--- src/rtl/l2_mem_responder_pkg.sv ---
// +----------------------------------------------------------------------------+
// | RVS192_package : shared types for the L2 memory-side responder             |
// | Rev 1.0 - initial release                                                  |
// +----------------------------------------------------------------------------+
`default_nettype none

package RVS192_package;

  typedef enum logic [1:0] {
    IDLE = 2'd0,
    XFER = 2'd1,
    DONE = 2'd2
  } resp_state_t;

  typedef enum logic {
    OP_DIRTY   = 1'b0,
    OP_REPLACE = 1'b1
  } resp_op_t;

  localparam logic CLIENT_INST = 1'b0;
  localparam logic CLIENT_DATA = 1'b1;

endpackage

`default_nettype wire

--- src/rtl/l2_mem_responder_if.sv ---
// +----------------------------------------------------------------------------+
// | l2_mem_responder_if : request/done, L2 line-buffer and memory beat signals |
// | Rev 1.0 - initial release                                                  |
// +----------------------------------------------------------------------------+
`default_nettype none

interface l2_mem_responder_if #(
  parameter int ADDR_W     = 32,
  parameter int DATA_W     = 32,
  parameter int LINE_BEATS = 4
);
  localparam int BEAT_W = $clog2(LINE_BEATS);

  logic              inst_mem_dirty_req;
  logic              inst_mem_replace_req;
  logic              data_mem_dirty_req;
  logic              data_mem_replace_req;
  logic [ADDR_W-1:0] inst_dirty_addr;
  logic [ADDR_W-1:0] inst_replace_addr;
  logic [ADDR_W-1:0] data_dirty_addr;
  logic [ADDR_W-1:0] data_replace_addr;
  logic              inst_mem_dirty_done;
  logic              inst_mem_replace_done;
  logic              data_mem_dirty_done;
  logic              data_mem_replace_done;

  logic              l2_rd_sel;
  logic [BEAT_W-1:0] l2_rd_beat;
  logic [DATA_W-1:0] l2_rd_data;
  logic              l2_wr_en;
  logic              l2_wr_sel;
  logic [BEAT_W-1:0] l2_wr_beat;
  logic [DATA_W-1:0] l2_wr_data;

  logic              mem_req;
  logic              mem_we;
  logic [ADDR_W-1:0] mem_addr;
  logic [DATA_W-1:0] mem_wdata;
  logic              mem_ack;
  logic [DATA_W-1:0] mem_rdata;

  // Responder view.
  modport slave (
    input  inst_mem_dirty_req, inst_mem_replace_req,
           data_mem_dirty_req, data_mem_replace_req,
           inst_dirty_addr, inst_replace_addr, data_dirty_addr, data_replace_addr,
           l2_rd_data, mem_ack, mem_rdata,
    output inst_mem_dirty_done, inst_mem_replace_done,
           data_mem_dirty_done, data_mem_replace_done,
           l2_rd_sel, l2_rd_beat, l2_wr_en, l2_wr_sel, l2_wr_beat, l2_wr_data,
           mem_req, mem_we, mem_addr, mem_wdata
  );

  // L2 controller / memory bridge view.
  modport master (
    output inst_mem_dirty_req, inst_mem_replace_req,
           data_mem_dirty_req, data_mem_replace_req,
           inst_dirty_addr, inst_replace_addr, data_dirty_addr, data_replace_addr,
           l2_rd_data, mem_ack, mem_rdata,
    input  inst_mem_dirty_done, inst_mem_replace_done,
           data_mem_dirty_done, data_mem_replace_done,
           l2_rd_sel, l2_rd_beat, l2_wr_en, l2_wr_sel, l2_wr_beat, l2_wr_data,
           mem_req, mem_we, mem_addr, mem_wdata
  );

endinterface

`default_nettype wire

--- src/rtl/l2_mem_responder_arb.sv ---
// +----------------------------------------------------------------------------+
// | l2_mem_resp_arb : pending-vector to grant encoder (dirty before replace)   |
// | Option macro: L2_MEM_RESP_RR_ARB_EN (round-robin between clients)          |
// | Rev 1.0 - initial release                                                  |
// +----------------------------------------------------------------------------+
`default_nettype none

module l2_mem_resp_arb
  import RVS192_package::*;
(
  // bit index = {client, op}: 0 inst dirty, 1 inst replace, 2 data dirty, 3 data replace
  input  wire logic [3:0] i_pend,
`ifdef L2_MEM_RESP_RR_ARB_EN
  input  wire logic       i_last,
`endif
  output logic            o_vld,
  output logic            o_client,
  output resp_op_t        o_op
);

  logic w_inst_any;
  logic w_data_any;
  logic w_pick;
  logic w_dirty;

  always_comb begin
    w_inst_any = |i_pend[1:0];
    w_data_any = |i_pend[3:2];
`ifdef L2_MEM_RESP_RR_ARB_EN
    // Contention goes to whichever client was not served last.
    if (w_inst_any && w_data_any) begin
      w_pick = ~i_last;
    end else begin
      w_pick = w_data_any ? CLIENT_DATA : CLIENT_INST;
    end
`else
    w_pick = w_data_any ? CLIENT_DATA : CLIENT_INST;
`endif
    w_dirty  = w_pick ? i_pend[2] : i_pend[0];
    o_vld    = w_inst_any | w_data_any;
    o_client = w_pick;
    o_op     = w_dirty ? OP_DIRTY : OP_REPLACE;
  end

endmodule

`default_nettype wire

--- src/rtl/l2_mem_responder.sv ---
// +----------------------------------------------------------------------------+
// | l2_mem_responder : line-burst memory responder for L2 miss handling        |
// | Option macro: L2_MEM_RESP_RR_ARB_EN (round-robin client arbitration)       |
// | Rev 1.0 - initial release                                                  |
// +----------------------------------------------------------------------------+
`default_nettype none

module l2_mem_responder
  import RVS192_package::*;
#(
  parameter int ADDR_W     = 32,
  parameter int DATA_W     = 32,
  parameter int LINE_BEATS = 4
) (
  input  wire logic         clk_l2,
  input  wire logic         rst,
  l2_mem_responder_if.slave bus
);

  localparam int BEAT_W = $clog2(LINE_BEATS);
  localparam int OFF    = BEAT_W + 2;

  resp_state_t              r_state;
  logic [3:0]               r_req_q;
  logic [3:0]               r_pend;
  logic [3:0]               r_done;
  logic                     r_prime;
  logic                     r_client;
  resp_op_t                 r_op;
  logic [ADDR_W-OFF-1:0]    r_base;
  logic [BEAT_W-1:0]        r_beat;
`ifdef L2_MEM_RESP_RR_ARB_EN
  logic                     r_last;
`endif

  logic [3:0]               w_req;
  logic [3:0]               w_rise;
  logic                     w_gnt_vld;
  logic                     w_gnt_client;
  resp_op_t                 w_gnt_op;
  logic [1:0]               w_gnt_idx;
  logic [1:0]               w_cur_idx;
  logic [ADDR_W-1:0]        w_sel_addr;
  logic                     w_unused;
  logic                     w_xfer;
  logic                     w_dirty;
  logic                     w_repl;
  logic                     w_wr_en;
  logic [DATA_W-1:0]        w_rdata;

  assign w_req = {bus.data_mem_replace_req, bus.data_mem_dirty_req,
                  bus.inst_mem_replace_req, bus.inst_mem_dirty_req};

  // r_prime masks the first post-reset edge so a level held across reset must re-rise.
  assign w_rise = w_req & ~r_req_q & {4{r_prime}};

  l2_mem_resp_arb u_arb (
    .i_pend   (r_pend),
`ifdef L2_MEM_RESP_RR_ARB_EN
    .i_last   (r_last),
`endif
    .o_vld    (w_gnt_vld),
    .o_client (w_gnt_client),
    .o_op     (w_gnt_op)
  );

  assign w_gnt_idx = {w_gnt_client, (w_gnt_op == OP_REPLACE)};
  assign w_cur_idx = {r_client, (r_op == OP_REPLACE)};

  always_comb begin
    case (w_gnt_idx)
      2'd0:    w_sel_addr = bus.inst_dirty_addr;
      2'd1:    w_sel_addr = bus.inst_replace_addr;
      2'd2:    w_sel_addr = bus.data_dirty_addr;
      default: w_sel_addr = bus.data_replace_addr;
    endcase
  end

  // Line-offset bits of the base are don't-care; the beat counter supplies them.
  assign w_unused = ^w_sel_addr[OFF-1:0];

  always_ff @(posedge clk_l2 or posedge rst) begin
    if (rst) begin
      r_state  <= IDLE;
      r_req_q  <= '0;
      r_pend   <= '0;
      r_done   <= '0;
      r_prime  <= 1'b0;
      r_client <= CLIENT_INST;
      r_op     <= OP_DIRTY;
      r_base   <= '0;
      r_beat   <= '0;
`ifdef L2_MEM_RESP_RR_ARB_EN
      r_last   <= CLIENT_INST;
`endif
    end else begin
      r_prime <= 1'b1;
      r_req_q <= w_req;
      // A new edge in the done cycle re-arms the request.
      r_pend  <= (r_pend & ~r_done) | w_rise;
      r_done  <= '0;
      case (r_state)
        IDLE: begin
          if (w_gnt_vld) begin
            r_state  <= XFER;
            r_client <= w_gnt_client;
            r_op     <= w_gnt_op;
            r_base   <= w_sel_addr[ADDR_W-1:OFF];
            r_beat   <= '0;
          end
        end
        XFER: begin
          if (bus.mem_ack) begin
            r_beat <= r_beat + 1'b1;
            if (r_beat == BEAT_W'(LINE_BEATS - 1)) begin
              r_state           <= DONE;
              r_done[w_cur_idx] <= 1'b1;
            end
          end
        end
        DONE: begin
          r_state <= IDLE;
`ifdef L2_MEM_RESP_RR_ARB_EN
          r_last  <= ~r_last;
`endif
        end
        default: r_state <= IDLE;
      endcase
    end
  end

  assign w_xfer  = (r_state == XFER);
  assign w_dirty = w_xfer && (r_op == OP_DIRTY);
  assign w_repl  = w_xfer && (r_op == OP_REPLACE);
  assign w_wr_en = w_repl && bus.mem_ack;
  assign w_rdata = bus.mem_rdata;

  assign bus.mem_req    = w_xfer;
  assign bus.mem_we     = w_dirty;
  assign bus.mem_addr   = w_xfer ? {r_base, r_beat, 2'b00} : '0;
  assign bus.mem_wdata  = bus.l2_rd_data;

  assign bus.l2_rd_sel  = w_dirty & r_client;
  assign bus.l2_rd_beat = w_dirty ? r_beat : '0;

  assign bus.l2_wr_en   = w_wr_en;
  assign bus.l2_wr_sel  = w_repl & r_client;
  assign bus.l2_wr_beat = w_repl ? r_beat : '0;
  assign bus.l2_wr_data = w_wr_en ? w_rdata : '0;

  assign bus.inst_mem_dirty_done   = r_done[0];
  assign bus.inst_mem_replace_done = r_done[1];
  assign bus.data_mem_dirty_done   = r_done[2];
  assign bus.data_mem_replace_done = r_done[3];

endmodule

`default_nettype wire

--- src/flat_wrapper.sv ---
// flat-port wrapper written by rule: the top's interface ports become plain ports
module l2_mem_responder_flat import RVS192_package::*;
#(
  parameter int ADDR_W     = 32,
  parameter int DATA_W     = 32,
  parameter int LINE_BEATS = 4
)
  (clk_l2, rst, bus_inst_mem_dirty_req, bus_inst_mem_replace_req, bus_data_mem_dirty_req, bus_data_mem_replace_req, bus_inst_dirty_addr, bus_inst_replace_addr, bus_data_dirty_addr, bus_data_replace_addr, bus_l2_rd_data, bus_mem_ack, bus_mem_rdata, bus_inst_mem_dirty_done, bus_inst_mem_replace_done, bus_data_mem_dirty_done, bus_data_mem_replace_done, bus_l2_rd_sel, bus_l2_rd_beat, bus_l2_wr_en, bus_l2_wr_sel, bus_l2_wr_beat, bus_l2_wr_data, bus_mem_req, bus_mem_we, bus_mem_addr, bus_mem_wdata);
  l2_mem_responder_if #(.ADDR_W(ADDR_W), .DATA_W(DATA_W), .LINE_BEATS(LINE_BEATS)) bus_i ();
  input  wire logic clk_l2;
  input  wire logic rst;
  input wire logic [$bits(bus_i.inst_mem_dirty_req)-1:0] bus_inst_mem_dirty_req;
  input wire logic [$bits(bus_i.inst_mem_replace_req)-1:0] bus_inst_mem_replace_req;
  input wire logic [$bits(bus_i.data_mem_dirty_req)-1:0] bus_data_mem_dirty_req;
  input wire logic [$bits(bus_i.data_mem_replace_req)-1:0] bus_data_mem_replace_req;
  input wire logic [$bits(bus_i.inst_dirty_addr)-1:0] bus_inst_dirty_addr;
  input wire logic [$bits(bus_i.inst_replace_addr)-1:0] bus_inst_replace_addr;
  input wire logic [$bits(bus_i.data_dirty_addr)-1:0] bus_data_dirty_addr;
  input wire logic [$bits(bus_i.data_replace_addr)-1:0] bus_data_replace_addr;
  input wire logic [$bits(bus_i.l2_rd_data)-1:0] bus_l2_rd_data;
  input wire logic [$bits(bus_i.mem_ack)-1:0] bus_mem_ack;
  input wire logic [$bits(bus_i.mem_rdata)-1:0] bus_mem_rdata;
  output wire logic [$bits(bus_i.inst_mem_dirty_done)-1:0] bus_inst_mem_dirty_done;
  output wire logic [$bits(bus_i.inst_mem_replace_done)-1:0] bus_inst_mem_replace_done;
  output wire logic [$bits(bus_i.data_mem_dirty_done)-1:0] bus_data_mem_dirty_done;
  output wire logic [$bits(bus_i.data_mem_replace_done)-1:0] bus_data_mem_replace_done;
  output wire logic [$bits(bus_i.l2_rd_sel)-1:0] bus_l2_rd_sel;
  output wire logic [$bits(bus_i.l2_rd_beat)-1:0] bus_l2_rd_beat;
  output wire logic [$bits(bus_i.l2_wr_en)-1:0] bus_l2_wr_en;
  output wire logic [$bits(bus_i.l2_wr_sel)-1:0] bus_l2_wr_sel;
  output wire logic [$bits(bus_i.l2_wr_beat)-1:0] bus_l2_wr_beat;
  output wire logic [$bits(bus_i.l2_wr_data)-1:0] bus_l2_wr_data;
  output wire logic [$bits(bus_i.mem_req)-1:0] bus_mem_req;
  output wire logic [$bits(bus_i.mem_we)-1:0] bus_mem_we;
  output wire logic [$bits(bus_i.mem_addr)-1:0] bus_mem_addr;
  output wire logic [$bits(bus_i.mem_wdata)-1:0] bus_mem_wdata;
  assign bus_i.inst_mem_dirty_req = bus_inst_mem_dirty_req;
  assign bus_i.inst_mem_replace_req = bus_inst_mem_replace_req;
  assign bus_i.data_mem_dirty_req = bus_data_mem_dirty_req;
  assign bus_i.data_mem_replace_req = bus_data_mem_replace_req;
  assign bus_i.inst_dirty_addr = bus_inst_dirty_addr;
  assign bus_i.inst_replace_addr = bus_inst_replace_addr;
  assign bus_i.data_dirty_addr = bus_data_dirty_addr;
  assign bus_i.data_replace_addr = bus_data_replace_addr;
  assign bus_i.l2_rd_data = bus_l2_rd_data;
  assign bus_i.mem_ack = bus_mem_ack;
  assign bus_i.mem_rdata = bus_mem_rdata;
  assign bus_inst_mem_dirty_done = bus_i.inst_mem_dirty_done;
  assign bus_inst_mem_replace_done = bus_i.inst_mem_replace_done;
  assign bus_data_mem_dirty_done = bus_i.data_mem_dirty_done;
  assign bus_data_mem_replace_done = bus_i.data_mem_replace_done;
  assign bus_l2_rd_sel = bus_i.l2_rd_sel;
  assign bus_l2_rd_beat = bus_i.l2_rd_beat;
  assign bus_l2_wr_en = bus_i.l2_wr_en;
  assign bus_l2_wr_sel = bus_i.l2_wr_sel;
  assign bus_l2_wr_beat = bus_i.l2_wr_beat;
  assign bus_l2_wr_data = bus_i.l2_wr_data;
  assign bus_mem_req = bus_i.mem_req;
  assign bus_mem_we = bus_i.mem_we;
  assign bus_mem_addr = bus_i.mem_addr;
  assign bus_mem_wdata = bus_i.mem_wdata;
  l2_mem_responder #(.ADDR_W(ADDR_W), .DATA_W(DATA_W), .LINE_BEATS(LINE_BEATS)) u_core (.clk_l2(clk_l2), .rst(rst), .bus(bus_i));
endmodule
--- config.mk ---
export PLATFORM = sky130hd
export DESIGN_NAME = l2_mem_responder_flat
export DESIGN_NICKNAME = d
export VERILOG_FILES = /design/src/rtl/l2_mem_responder_pkg.sv /design/src/rtl/l2_mem_responder_if.sv /design/src/rtl/l2_mem_responder_arb.sv /design/src/rtl/l2_mem_responder.sv /design/src/flat_wrapper.sv
export SDC_FILE = /design/constraint.sdc
export NUM_CORES = 1
export LEC_CHECK = 0
export CAP_MARGIN = 20
export CORE_ASPECT_RATIO = 0.7
export CORE_MARGIN = 5
export CORE_UTILIZATION = 29
export DETAILED_ROUTE_END_ITERATION = 10
export PLACE_DENSITY = 0.89
export SYNTH_ARGS = -nofsm -noshare
export SYNTH_HDL_FRONTEND = slang
export SYNTH_SLANG_ARGS = --single-unit
--- constraint.sdc ---
create_clock -name clk_l2 -period 1.9 [get_ports clk_l2]
set_clock_uncertainty 0.15 [all_clocks]
set_input_delay 0.57 -clock clk_l2 [delete_from_list [all_inputs] [get_ports clk_l2]]
set_output_delay 0.57 -clock clk_l2 [all_outputs]
set_load 0.005 [all_outputs]
Word-level counts from Yosys, hierarchy flattened
Cells that the tools add are included.
{ "totals": {"input_bits": 199, "elab_cells": 61, "register_bits": 47, "output_inout_bits": 109} }
{ "classes": {"n_eq_ne": 7, "addsub": 1, "n_reduce_logical": 12, "n_mux": 20, "magnitude_cmp": 2, "bitwise": 10} }
{ "op_table": {"columns": ["cell", "count"], "rows": [
  ["$pmux 32 s3", 1],
  ["$mux 32", 2],
  ["$mux 2", 7],
  ["$and 4x4->4", 3],
  ["$mux 4", 3],
  ["$not 4->4", 2],
  ["$pmux 2 s2", 2],
  ["$ne 2x2->1 const B", 3],
  ["$reduce_and 3->1", 2],
  ["$eq 2x1->1 const B", 2],
  ["$eq 2x2->1 const B", 2],
  ["$logic_and 1x1->1", 4],
  ["$logic_not 2->1", 2],
  ["$mux 1", 4],
  ["$or 4x4->4", 1],
  ["$reduce_or 2->1", 2],
  ["$lt 2x3->1 const B", 1],
  ["$add 2x1->2 const B", 1],
  ["$and 1x1->1", 2],
  ["$demux 1 s2", 1],
  ["$ge 2x1->1 const B", 1],
  ["$reduce_and 2->1", 1],
  ["$reduce_bool 2->1", 1],
  ["$not 1->1", 1],
  ["$or 1x1->1", 1]
]} }

Depth between registers and ports, before layout
Gate-level depths: netlist of the first run.
{ "logic_depth": {"ltp_word": 7, "ltp_mapped": 6, "ltp_nobuf": 4} }

Cells and area by module
A second synthesis of the first run with hierarchy kept.
{ "unflattened": {"hier_cells": 335, "hier_area_um2": 3281.9} }
{ "by_module_without_submodules": {"columns": ["module", "cells_per_inst", "area_per_inst_um2", "seq_area_each_um2", "instances"], "rows": [
  ["l2_mem_responder", 331, 3260.6, 1176.1, 1],
  ["l2_mem_resp_arb", 4, 21.3, 0.0, 1]
]} }

Worst setup path before layout of the first run
No wires, ideal clock.
{ "synth_timing": {"path_kind": "register to output", "start": "reg u_core.r_state[1]", "end": "out bus_l2_wr_data[22]", "stages_incl_launch_ff": 7, "n_path_buf": 2, "required_ps": 1180, "setup_slack_ps": -133, "t_arrival_ps": 1313, "cell_sequence": "dfrtp_1 -> nand2b_1 -> inv_2 -> and3_1 -> buf_2 -> buf_2 -> and2_1"} }
{ "synth_between": {"elab_chain_len": 4} }
{ "synth_lines": {"columns": ["element", "line", "source"], "rows": [
  ["start: declaration", "l2_mem_responder.sv:23", "resp_state_t r_state;"],
  ["start signal: assignment", "l2_mem_responder.sv:84", "r_state <= IDLE;"],
  ["start signal: assignment", "l2_mem_responder.sv:105", "r_state <= XFER;"],
  ["start signal: assignment", "l2_mem_responder.sv:116", "r_state <= DONE;"],
  ["$eq 2x1->1", "l2_mem_responder.sv:132", "assign w_xfer = (r_state == XFER);"],
  ["$logic_and 1x1->1", "l2_mem_responder.sv:134", "assign w_repl = w_xfer && (r_op == OP_REPLACE);"],
  ["$logic_and 1x1->1", "l2_mem_responder.sv:135", "assign w_wr_en = w_repl && bus.mem_ack;"],
  ["named net bus_l2_wr_en", "flat_wrapper.sv:29", "output wire logic [$bits(bus_i.l2_wr_en)-1:0] bus_l2_wr_en;"],
  ["$mux 32", "l2_mem_responder.sv:149", "assign bus.l2_wr_data = w_wr_en ? w_rdata : '0;"],
  ["end: declaration", "flat_wrapper.sv:32", "output wire logic [$bits(bus_i.l2_wr_data)-1:0] bus_l2_wr_data;"]
]} }
The timed path passes the listed nets, and every way through them passes these cells.

Final worst setup path of the first run
{ "layout_timing": {"start": "reg u_core.r_state[1]", "end": "out bus_l2_wr_en"} }
{ "layout_between": {"elab_chain_len": 3} }
{ "layout_lines": {"columns": ["element", "line"], "rows": [
  ["$eq 2x1->1", "l2_mem_responder.sv:132"],
  ["$logic_and 1x1->1", "l2_mem_responder.sv:134"],
  ["$logic_and 1x1->1", "l2_mem_responder.sv:135"],
  ["end: declaration", "flat_wrapper.sv:29"]
]} }
No other way between the ends.

==> impl_metrics.ini, run 1 <==
[status]
status = finished, violations left
violations = negative setup slack

[grt]
antenna_found_initial = 0
grt_pass1_wl_um = 21200
grt.total_usage = 0.189
grt_start_max_net_pins = 48
grt_pass1_vias = 3939
grt_overflow_total = 0

[critical_path]
r2r_start = u_core.r_state[1]
path_class = reg2out
regToRegSetupSlack_ns = 0.04
reg2reg_depth = 5
worst_setup_path_start_kind = flip-flop
startpoint = u_core.r_state[1]
worstPathRequired_ns = 1.18
cp-end-kind = output port
crit_fanout = 5
worstPathArrival_ns = 1.55
endpoint = bus_l2_wr_en
timing.rr.end = u_core.r_op

[drt]
totalWireLength_um = 14100
dr.pass1.iters = 4
vias = 3537
routed_via_density = 4.81
postRouteAntennaNets = 0
wl_per_cell_um = 19.1
drt_iter0_markers = 119
drc = 0

[placed_design]
io_buffers = 225
dp_hpwl_um = 9640
place_ws_ns = -0.930
placedCellCount = 703
place_congestion = 0.856

[clock_network]
clock_latency_ns = 0.29
clk_pin_slew_ns = 0.07
cts_tree = done
clock_path_buffers = 2
numCtsBuffers = 5
numClockSinks = 47
h-tree-depth = 2
cts_root_buffer = clkbuf_16
postCtsHoldBufs = 0

[finish]
multiInputGateArea_um2 = 1960
seq_area_um2 = 1180
fillCellCount = 978
nets = 778
instances_no_fill = 736
syn_to_final_growth_pct = 86.1
drive_above_1_share = 0.387
n_antenna_cell = 0

[pwr]
p_switching_mw = 2.66
power.total_mw = 7.73
power_frac_clock = 0.115
p_sw_frac = 0.344
p_int_mw = 5.07
p_leak_nw = 3.01
power_density_nw_per_um2 = 1220
combPwrFrac = 0.668
power_frac_seq = 0.217
peakVddDrop_mv = 0.610

[floorplan]
num_rows = 33
dieArea_um2 = 14100
num_io_pins = 308
coreArea_um2 = 11600
die_w_um = 140
start_util = 0.294
die_h_um = 101

[timing]
worst_slack_ns = -0.371
max_freq_mhz = 440
post-route-period-util = 1.20
hold_viol = 0
setup_viol = 71
slew_violations = 0
finalCriticalPeriod_ns = 2.27
rsz0062_at_grt = yes
fin_tns_setup_ns = -19.71

[synthesis]
ys_async_sr_fraction = 1.00
syn_area_um2 = 3420
postSynthCellCount = 358
ys_types = 33
syn_area_per_cell_um2 = 9.54
ys_seq_area_frac = 0.344
synth_edf_count = 0
yosys_register_bits = 47
ys.flop_type = dfrtp_1
ys_warn_count = 0

[flow_run]
drv_cap = 0

[min_path]
holdCritPathClass = reg2reg
==> critical path, stage by stage, from the launching register on <==
cell and delay, ns:
dfrtp_1 0.37, nand2b_4 0.18, inv_8 0.08, and3_4 0.20
buf_4 0.12, buf_4 0.11, clkdlybuf4s15_2 0.20
==> power by group through the flow <==
stage / Combinational (mW) / Clock (mW) / Sequential [mW]
finish: 5.16 / 0.887 / 1.68
global placement: 3.91 / 0 / 1.62
floorplan: 2.18 / 0 / 1.55
detailed placement: 4.00 / 0 / 1.65
global route: 5.51 / 0.970 / 1.72
CTS: 4.75 / 0.914 / 1.66
==> per-stage QoR <==
step	hold slack, ns	instance area [um^2]	util
4_1_cts	0.303	6180	0.533
5_1_grt	0.325	6360	0.548
6_report	0.316	6360	0.548
3_3_place_gp	0.286	5670	0.489
2_1_floorplan	0.260	3470	-
3_5_place_dp	0.293	5670	0.489
==> area by class of cell <==
cell class	instances	share of cell area
timing repair inverter	1	0.00256
tap	157	0.0309
sequential	47	0.186
multi-input combinational	221	0.308
clock buffer	5	0.0197
timing repair buffer	267	0.428
inverter	35	0.0218
clock inverter	3	0.00315
==> state kept, by name, indices dropped and copies added (netlist names) <==
register and count:
u_core.r_base 28, u_core.r_req_q 4, u_core.r_prime 1, u_core.r_client 1, u_core.r_pend 4, u_core.r_state 2
u_core.r_op 1, u_core.r_beat 2, u_core.r_done 4
==> metal layers <==
metal	wire length, um	GRT usage
met5	0	0
met1	5830	0.232
met4	166	0.0350
met3	1060	0.0616
met2	7020	0.330
==> repair_timing <==
| item | 4_1_cts | 5_1_grt |
|---|---|---|
| resized for setup | 402 | 43 |
| setup buffers | 15 | 4 |
| cloned | 8 | 0 |
| pin swaps | 52 | 6 |
| setup endpoints to repair | 74 | 88 |
==> cells by family (layout without fill, tap and decap cells) <==
family | count (synthesis) | count (layout) | synth area share
compound gates | 38 | 38 | 0.0949
fa+ha+maj | 1 | 1 | 0.00366
buf+inv | 96 | 311 | 0.157
flops | 47 | 47 | 0.344
mux | 57 | 57 | 0.180
other cells | 2 | 3 | 0.00220
simple gates | 117 | 122 | 0.218
==> cell usage in the layout (no fill, tap or decap), types with 3 or more instances in the layout <==
cell and instances:
buf_4 26, and3_4 8, buf_6 66, and2_4 57, inv_1 32, dfrtp_2 3, clkbuf_16 5, nand2_1 4
dfrtp_1 44, clkdlybuf4s50_1 149, nand3b_1 4, o21ai_0 5, a221oi_1 28, conb_1 3, mux2i_1 28, mux2_1 7
buf_2 11, mux2_2 20, buf_12 6, dlygate4sd2_1 3, and2_1 7, nor3b_1 28
==> worst min-delay path by stage <==
stage                                 start          endpoint  slack (ns)  cells after the start
final                      u_core.r_done[0]  u_core.r_pend[0]        0.32                      1
after detailed placement  u_core.r_req_q[2]  u_core.r_pend[2]        0.29                      1
after CTS                 u_core.r_req_q[2]  u_core.r_pend[2]        0.30                      1
after floorplan           u_core.r_req_q[2]  u_core.r_pend[2]        0.26                      1
after global placement    u_core.r_req_q[2]  u_core.r_pend[2]        0.29                      1
after global routing       u_core.r_done[0]  u_core.r_pend[0]        0.33                      1
==> Yosys cell counts, types with 5 or more instances <==
master	count	area share
a221oi_1	28	0.072
o21ai_0	5	0.0073
nor3b_1	28	0.062
nand2_1	5	0.0055
inv_1	33	0.036
buf_4	36	0.079
mux2_1	7	0.023
buf_2	7	0.010
mux2_2	20	0.066
mux2i_1	28	0.082
and2_1	64	0.12
dfrtp_1	47	0.34
clkbuf_1	12	0.013
(Power assumes the default switching activity.)
==> run 2, diff against run 1 <==
--- a/config.mk
+++ b/config.mk
@@ -6,9 +6,9 @@
 export NUM_CORES = 1
 export LEC_CHECK = 0
 export CAP_MARGIN = 20
-export CORE_ASPECT_RATIO = 0.7
 export CORE_MARGIN = 5
 export CORE_UTILIZATION = 29
+export CTS_CLUSTER_DIAMETER = 60
 export DETAILED_ROUTE_END_ITERATION = 10
 export PLACE_DENSITY = 0.89
 export SYNTH_ARGS = -nofsm -noshare
==> impl_metrics.ini, run 2 (same netlist as run 1, synthesis figures left out) <==
[status]
status = finished, violations left
violations = negative setup slack

[timing]
slew_violations = 0
rsz0062_at_grt = yes
setup_viol = 71
finalCriticalPeriod_ns = 2.28
post-route-period-util = 1.20
hold_viol = 0
fin_tns_setup_ns = -18.64
worst_slack_ns = -0.375
max_freq_mhz = 440

[pwr]
p_leak_nw = 3.07
power_density_nw_per_um2 = 1230
peakVddDrop_mv = 0.858

[drt]
totalWireLength_um = 15500
postRouteAntennaNets = 0
drt_iter0_markers = 164
routed_via_density = 5.01
drc = 0
wl_per_cell_um = 21.2
vias = 3655
dr.pass1.iters = 4

[critical_path]
worst_setup_path_start_kind = flip-flop
path_class = reg2out
cp-end-kind = output port
worstPathRequired_ns = 1.18
regToRegSetupSlack_ns = 0.04
worstPathArrival_ns = 1.56
r2r_start = u_core.r_state[0]
crit_fanout = 5
timing.rr.end = u_core.r_base[6]
reg2reg_depth = 5

[finish]
max_flop_register = u_core.r_base
fillCellCount = 939
fin_area_um2 = 6390
final_common_cell = clkdlybuf4s50_1
nets = 786
n_antenna_cell = 0
syn_to_final_growth_pct = 87.1
largest_reg_flops = 28
instances_no_fill = 730
final_cell_mix = 149 x clkdlybuf4s50_1, 67 x buf_6, 48 x and2_4
drive_above_1_share = 0.380

[floorplan]
die_h_um = 119
die_w_um = 119
num_io_pins = 308
start_util = 0.298
num_rows = 39
dieArea_um2 = 14000
coreArea_um2 = 11500

[flow_run]
drv_cap = 0

[grt]
grt_start_max_net_pins = 59
grt_overflow_total = 0
grt.total_usage = 0.199
antenna_found_initial = 0
grt_pass1_vias = 4076
grt_pass1_wl_um = 22200

[min_path]
holdCritPathClass = reg2reg
worstHoldPathCells = 1
worstHoldStart = u_core.r_req_q[2]
min_to = u_core.r_pend[2]

[clock_network]
cts_tree = done
numClockSinks = 47
clock_path_buffers = 2
clk_pin_slew_ns = 0.07
postCtsHoldBufs = 0
cts_root_buffer = clkbuf_16
clock_latency_ns = 0.29
numCtsBuffers = 5
h-tree-depth = 2

[placed_design]
io_buffers = 225
place_congestion = 0.897
placedCellCount = 684
place_area_um2 = 5670
dp_hpwl_um = 10900
[run 2: worst max-delay path: stages (launching register included)]
cell and delay (ns):
dfrtp_1 0.38, nand2b_4 0.20, inv_8 0.10, and3_4 0.20, buf_6 0.11, buf_6 0.08
and2_4 0.12, buf_6 0.08
[run 2: how the worst max path moves through the flow]
stage	startpoint	to	slack, ns	depth (start not counted)
2_1_floorplan	u_core.r_state[1]	bus_l2_wr_data[11]	-0.007	6
3_3_place_gp	bus_mem_ack	bus_l2_wr_data[12]	-0.88	4
3_5_place_dp	bus_mem_ack	bus_l2_wr_data[9]	-0.93	4
4_1_cts	u_core.r_state[1]	bus_l2_wr_data[1]	-0.36	7
5_1_grt	u_core.r_state[1]	bus_l2_wr_data[1]	-0.43	7
6_report	u_core.r_state[1]	bus_l2_wr_data[1]	-0.38	7
[run 2: layout make-up]
| cell class | instances | area [um^2] | share of cell area |
|---|---|---|---|
| clock buffer | 5 | 125 | 0.0196 |
| tap | 143 | 179 | 0.0280 |
| inverter | 35 | 139 | 0.0217 |
| multi-input combinational | 221 | 1920 | 0.301 |
| timing repair inverter | 1 | 11.3 | 0.00176 |
| sequential | 47 | 1180 | 0.185 |
| timing repair buffer | 275 | 2790 | 0.436 |
| clock inverter | 3 | 47.5 | 0.00744 |
[run 2: through the flow]
stage / utilization / setup slack (ns) / power (mW) / hold WS [ns]
after global routing: 0.557 / -0.434 / 8.30 / 0.318
final: 0.557 / -0.375 / 7.86 / 0.298
after global placement: 0.494 / -0.876 / 5.66 / 0.268
after floorplan: - / -0.00665 / 3.73 / 0.260
after detailed placement: 0.494 / -0.925 / 5.81 / 0.278
after CTS: 0.536 / -0.363 / 7.56 / 0.291
[run 2: repair_timing]
| item | in CTS | in global routing |
|---|---|---|
| pin swaps | 40 | 7 |
| resized for setup | 372 | 56 |
| gates cloned | 10 | 0 |
| setup endpoints to repair | 75 | 73 |
| setup buffers | 24 | 8 |
[run 2: metal layers]
layer,part of all wire,global-route usage,vias to the layer above,wire [um]
met5,0,0,-,0
met4,0.040,0.0773,0,611
met3,0.079,0.0573,36,1220
met2,0.55,0.384,235,8470
met1,0.33,0.199,1733,5160
li1,-,-,1651,-
[run 2: power by group]
part | internal [mW] | leakage [nW] | switching, mW
Clock | 0.629 | 0.0844 | 0.404
Combinational | 3.11 | 2.44 | 2.04
Sequential | 1.41 | 0.545 | 0.268
Total | 5.15 | 3.07 | 2.71
